## src/rtl/gpu_data_mem_responder.sv

```systemverilog
// Data-memory responder for the miniGPU core: fixed-latency read/write service of the
// core port plus a host preload port, one outstanding request at a time.
module gpu_data_mem_responder #(
   parameter int ADDR_BITS     = 16,
   parameter int DATA_BITS     = 16,
   parameter int DEPTH_LOG2    = 8,
   parameter int READ_LATENCY  = 2,
   parameter int WRITE_LATENCY = 1
) (
   input  logic                  clk,
   input  logic                  reset,
   input  logic                  mem_read_valid,
   input  logic [ADDR_BITS-1:0]  mem_read_address,
   output logic                  mem_read_ready,
   output logic [DATA_BITS-1:0]  mem_read_data,
   input  logic                  mem_write_valid,
   input  logic [ADDR_BITS-1:0]  mem_write_address,
   input  logic [DATA_BITS-1:0]  mem_write_data,
   output logic                  mem_write_ready,
   input  logic                  host_write_valid,
   input  logic [DEPTH_LOG2-1:0] host_write_address,
   input  logic [DATA_BITS-1:0]  host_write_data,
   output logic                  host_write_ready,
   output logic                  busy,
   output logic                  oob_error
);

   // state    | meaning
   // S_IDLE   | waiting for a request; priority host > core write > core read
   // S_HOST   | preload word written, host_write_ready high
   // S_WR_WAIT| core write accepted, latency counter running down
   // S_RD_WAIT| core read accepted, latency counter running down
   // S_RESPOND| core ready pulse high, always returns to S_IDLE

   localparam int LAT_MAX  = (READ_LATENCY > WRITE_LATENCY) ? READ_LATENCY : WRITE_LATENCY;
   localparam int CNT_BITS = (LAT_MAX > 1) ? $clog2(LAT_MAX) : 1;
   localparam logic [CNT_BITS-1:0] RD_LOAD = CNT_BITS'(READ_LATENCY - 1);
   localparam logic [CNT_BITS-1:0] WR_LOAD = CNT_BITS'(WRITE_LATENCY - 1);

   typedef enum logic [2:0] {
      S_IDLE,
      S_HOST,
      S_WR_WAIT,
      S_RD_WAIT,
      S_RESPOND
   } state_t;

   logic [DATA_BITS-1:0] mem_array [2**DEPTH_LOG2];

   state_t                state_q, state_d;
   logic [CNT_BITS-1:0]   cnt_q, cnt_d;
   logic [ADDR_BITS-1:0]  addr_q, addr_d;
   logic [DATA_BITS-1:0]  wdata_q, wdata_d;
   logic                  rd_ready_q, rd_ready_d;
   logic                  wr_ready_q, wr_ready_d;
   logic                  host_ready_q, host_ready_d;
   logic [DATA_BITS-1:0]  rd_data_q, rd_data_d;
   logic                  busy_q, busy_d;
   logic                  oob_q, oob_d;

   logic                  mem_we;
   logic [DEPTH_LOG2-1:0] mem_waddr;
   logic [DATA_BITS-1:0]  mem_wdata;
   logic [DEPTH_LOG2-1:0] addr_idx;
   logic                  addr_oob;
   logic                  rd_req_oob;
   logic                  wr_req_oob;

   assign addr_idx   = addr_q[DEPTH_LOG2-1:0];
   assign addr_oob   = (addr_q >> DEPTH_LOG2) != '0;
   assign rd_req_oob = (mem_read_address >> DEPTH_LOG2) != '0;
   assign wr_req_oob = (mem_write_address >> DEPTH_LOG2) != '0;

   always_comb begin
      state_d      = state_q;
      cnt_d        = cnt_q;
      addr_d       = addr_q;
      wdata_d      = wdata_q;
      rd_data_d    = rd_data_q;
      oob_d        = oob_q;
      rd_ready_d   = 1'b0;
      wr_ready_d   = 1'b0;
      host_ready_d = 1'b0;
      mem_we       = 1'b0;
      mem_waddr    = host_write_address;
      mem_wdata    = host_write_data;

      case (state_q)
         S_IDLE: begin
            if (host_write_valid) begin
               state_d      = S_HOST;
               host_ready_d = 1'b1;
               mem_we       = 1'b1;
            end else if (mem_write_valid) begin
               state_d = S_WR_WAIT;
               addr_d  = mem_write_address;
               wdata_d = mem_write_data;
               cnt_d   = WR_LOAD;
               if (wr_req_oob) oob_d = 1'b1;
            end else if (mem_read_valid) begin
               state_d = S_RD_WAIT;
               addr_d  = mem_read_address;
               cnt_d   = RD_LOAD;
               if (rd_req_oob) oob_d = 1'b1;
            end
         end
         S_HOST: state_d = S_IDLE;
         S_WR_WAIT: begin
            if (cnt_q == '0) begin
               state_d    = S_RESPOND;
               wr_ready_d = 1'b1;
               mem_we     = !addr_oob;
               mem_waddr  = addr_idx;
               mem_wdata  = wdata_q;
            end else begin
               cnt_d = cnt_q - CNT_BITS'(1);
            end
         end
         S_RD_WAIT: begin
            if (cnt_q == '0) begin
               state_d    = S_RESPOND;
               rd_ready_d = 1'b1;
               rd_data_d  = addr_oob ? '0 : mem_array[addr_idx];
            end else begin
               cnt_d = cnt_q - CNT_BITS'(1);
            end
         end
         S_RESPOND: state_d = S_IDLE;
         default:   state_d = S_IDLE;
      endcase

      busy_d = (state_d != S_IDLE);
      // a request cut short by reset must never land in the array
      if (reset) mem_we = 1'b0;
   end

   always_ff @(posedge clk) begin
      if (reset) begin
         state_q      <= S_IDLE;
         cnt_q        <= '0;
         addr_q       <= '0;
         wdata_q      <= '0;
         rd_ready_q   <= 1'b0;
         wr_ready_q   <= 1'b0;
         host_ready_q <= 1'b0;
         rd_data_q    <= '0;
         busy_q       <= 1'b0;
         oob_q        <= 1'b0;
      end else begin
         state_q      <= state_d;
         cnt_q        <= cnt_d;
         addr_q       <= addr_d;
         wdata_q      <= wdata_d;
         rd_ready_q   <= rd_ready_d;
         wr_ready_q   <= wr_ready_d;
         host_ready_q <= host_ready_d;
         rd_data_q    <= rd_data_d;
         busy_q       <= busy_d;
         oob_q        <= oob_d;
      end
   end

   always_ff @(posedge clk) begin
      if (mem_we) mem_array[mem_waddr] <= mem_wdata;
   end

   assign mem_read_ready   = rd_ready_q;
   assign mem_read_data    = rd_data_q;
   assign mem_write_ready  = wr_ready_q;
   assign host_write_ready = host_ready_q;
   assign busy             = busy_q;
   assign oob_error        = oob_q;

endmodule
```

## config.mk

```make
export PLATFORM = sky130hd
export DESIGN_NAME = gpu_data_mem_responder
export DESIGN_NICKNAME = d
export VERILOG_FILES = /design/src/rtl/gpu_data_mem_responder.sv
export SDC_FILE = /design/constraint.sdc
export NUM_CORES = 2
export LEC_CHECK = 0
export ABC_AREA = 1
export BUFFER_PORTS_ARGS = -buffer_cell sky130_fd_sc_hd__buf_4
export CAP_MARGIN = 20
export CORE_ASPECT_RATIO = 0.9
export CORE_MARGIN = 5
export CORE_UTILIZATION = 50
export CTS_CLUSTER_DIAMETER = 150
export CTS_CLUSTER_SIZE = 25
export DETAILED_ROUTE_END_ITERATION = 16
export HOLD_SLACK_MARGIN = 0.06
export PLACE_DENSITY = 0.65
export SLEW_MARGIN = 25
export SYNTH_ARGS = -nofsm -noshare
export SYNTH_HDL_FRONTEND = slang
export SYNTH_SLANG_ARGS = --single-unit
```

## constraint.sdc

```tcl
create_clock -name clk -period 5.93 [get_ports clk]
set_input_delay 0.593 -clock clk [delete_from_list [all_inputs] [get_ports clk]]
set_output_delay 0.593 -clock clk [all_outputs]
set_load 0.005 [all_outputs]
```

==> summary.md <==
| Metric | Value |
|---|---|
| Status | `finished clean` |
| Fraction of layout cells with a size suffix above 1 | `0.0590` |
| Chip Width | `around 620 microns` |
| Seq cells post-synth | `4161` |
| Tmin final | `approximately 5 ns` |
| Root buf cell | `clkbuf_16` |
| Clock skew | `roughly 0.038 ns` |
| Leak | `60.8 nW` |
| WP data required | `about 6.5 ns` |
| CP Class | `flip-flop to flip-flop` |
| CTS clock-pin slew for the worst setup and hold paths | `approximately 0.10 ns` |
| Hold WC Path Type | `primary input to flip-flop` |
| Worst Tran Pin Value | `around 1.2 ns` |
| Via/cell ratio | `a little under 6` |
| Netlist cell types | `31` |
| Hold WS | `~0.14 ns` |
| Fmax | `a little under 200 MHz` |
| Max Slew Vio Count | `0` |
| Worst VDD drop | `0.227 mV` |
| DRC Markers | `0` |
| Detailed Place HPWL | `about 270000 microns` |
| Syn-to-layout area delta | `7.22%` |
| Vias in the first global route | `between 90000 and 100k` |
| Post-synthesis sequential area ratio | `0.745` |
| Fin. Hold Viols | `0` |
| Starting density of the core | `0.501` |
| Mean post-synth cell area | `approximately 12 sq um` |
| 1st-iter DRT viols | `approximately 16000` |
| Pin count of the biggest net entering global routing | `~190` |
| H-tree Lvls | `4` |
| DR vias | `109000` |
| Unrepaired setup endpoints after global routing | `no` |
| Total Wirelength | `around 470000 microns` |
| I/O pin count | `98` |
| Worst Slack Setup Final | `approximately 0.85 ns` |
| Detail Route Antenna Nets | `0` |
| Synth Cell Area | `167000 sq um` |
| Mapped Nets | `between 10000 and 15000` |
| Finish-stage setup viols | `0` |
| Setup crit start kind | `flip-flop` |
| Yosys warning count | `0` |
| Pre-CTS setup slack | `around 1.0 ns` |
| Worst-case clock buffer depth | `4` |
| Worst slew margin | `0.176` |
| Die ar. | `between 300000 and 400000 sq um` |
| Skew-Pair Late Insertion Delay | `0.92 ns` |
| Critical Path AT | `approximately 5.7 ns` |
| Clk sinks | `around 4200` |
| CTS buffer count | `between 150 and 200` |
| Core area | `333000 sq um` |
| Max-cap violations | `0` |
| Commonest non-fill, non-tap cell in the layout | `nand2_1` |
| Total Neg Setup Slack | `0 ns` |
| All-layer global routing usage | `0.268` |
| Initial antenna violation count | `19` |
| Design area | `between 150000 and 200000 sq um` |
| RD Place Congestion | `roughly 0.90` |
| CTS tree | `done` |
| PortBufs | `slightly below 100` |
| Setup bufs post-CTS | `0` |
| Final period util | `0.856` |
| Cells after Synth | `roughly 14000` |
| Nets | `approximately 14000` |
| Grt ovf | `0` |
| Final Power | `around 55 mW` |
| Routed len/inst | `~26 microns` |
| Most frequent cells in the layout | `nand2_1 (4213), edfxtp_1 (4096), nand3_1 (4081)` |
| Crit Path Max Fanout | `25` |
| Crit path capture type | `flip-flop` |
| First-pass GRT wire length | `687000 microns` |
| Fill cells | `approximately 28000` |
| Pre-antenna DRT Iters | `6` |
| Cell row count | `~200` |
| Power Density | `305 nW/um^2` |
| Die Ht | `558 microns` |
| Post-Place Cell Area | `approximately 170000 sq um` |
synthesized netlist by cell type:
master	count	area, sq um
or2_2	8	50.1
buf_4	11	82.6
nor2_2	2	12.5
a2111oi_0	1	8.76
nor3_1	4	20.0
nand3_1	4081	20400
nand2_1	4245	15900
clkinv_1	1	3.75
o21ai_1	4	20.0
a31oi_1	3	18.8
nor2_4	6	67.6
dfxtp_1	65	1300
nor3_2	1	10.0
buf_2	441	2210
nand3_2	2	20.0
buf_1	145	544
nor4_1	5	31.3
edfxtp_1	4096	123000
a311oi_1	15	131
buf_6	7	78.8
o21ai_0	3	15.0
nand4_1	1	6.26
inv_1	39	146
o21ai_2	2	17.5
inv_2	10	37.5
clkbuf_1	352	1320
a211oi_1	1	7.51
nor2_1	306	1150
a21oi_1	36	180
nand2_2	12	75.1
o21ai_4	2	32.5
path summary, 6_finish.rpt:
kind | start | endpoint | slack [ns] | cells past startpoint
max | state_q[1] | mem_array[106][11] | 0.85 | 12
min | host_write_valid | host_write_ready | 0.14 | 3
max reg2reg | state_q[1] | mem_array[106][11] | 0.85 | 12
min reg2reg | oob_error | oob_error | 0.46 | 2
kinds of logic (layout without fill, tap and decap cells):
| family | count (synthesis) | in the layout | share of synthesized area |
|---|---|---|---|
| AOI/OAI and AO/OA | 67 | 67 | 0.00259 |
| DFF | 4161 | 4161 | 0.745 |
| and+or+nand+nor | 8673 | 8673 | 0.226 |
| other | 0 | 31 | 0 |
| buffers and inverters | 1006 | 847 | 0.0265 |
critical path, stage by stage (launching register included):
cell,delay (ns)
dfxtp_1,0.34
inv_2,0.06
nor2_4,0.12
nand2_2,0.11
nor2_4,0.61
inv_2,0.49
nor2_1,0.23
a21oi_1,0.15
inv_2,0.44
nand2_2,0.81
buf_4,0.44
nor2_1,0.62
buf_4,0.29
timing repair:
item,CTS,global route
endpoints found under the setup margin,0,0
gates resized for setup,0,0
hold endpoints to repair,39,0
hold buffers,46,0
power by group:
group / switching, mW / internal [mW] / total (mW) / leakage [nW]
Sequential: 0.113 / 32.6 / 32.7 / 37.4
Combinational: 5.35 / 1.61 / 6.96 / 20.9
Clock: 8.83 / 6.04 / 14.9 / 2.49
final cells by class:
class,instances,area [sq um],share of cell area
timing repair buffer,541,5160,0.0288
clock inverter,6,67.6,0.000377
multi-input combinational,8740,38500,0.215
sequential,4161,124000,0.695
inverter,50,224,0.00125
clock buffer,250,5060,0.0283
tap,4466,5590,0.0312
antenna,31,77.6,0.000433
registers in the layout, indices dropped and copies added, names as in the netlist, named ones only:
name,cells
mem_read_data,16
mem_array,4096
oob_error,1
host_write_ready,1
mem_write_ready,1
addr_q,16
cnt_q,1
wdata_q,16
state_q,3
mem_read_ready,1
busy,1
through the flow:
| step | instances | utilization |
|---|---|---|
| floorplan | 13900 | - |
| global placement | 17900 | 0.520 |
| detailed placement | 17900 | 0.521 |
| CTS | 18200 | 0.537 |
| global route | 18200 | 0.538 |
| finish | 18200 | 0.538 |
metal layers:
metal,wire (microns),GRT usage
met5,0,0
met1,192000,0.395
met2,213000,0.400
met3,49200,0.0468
met4,20400,0.104
Note: power is estimated with default switching activity, not from simulation.
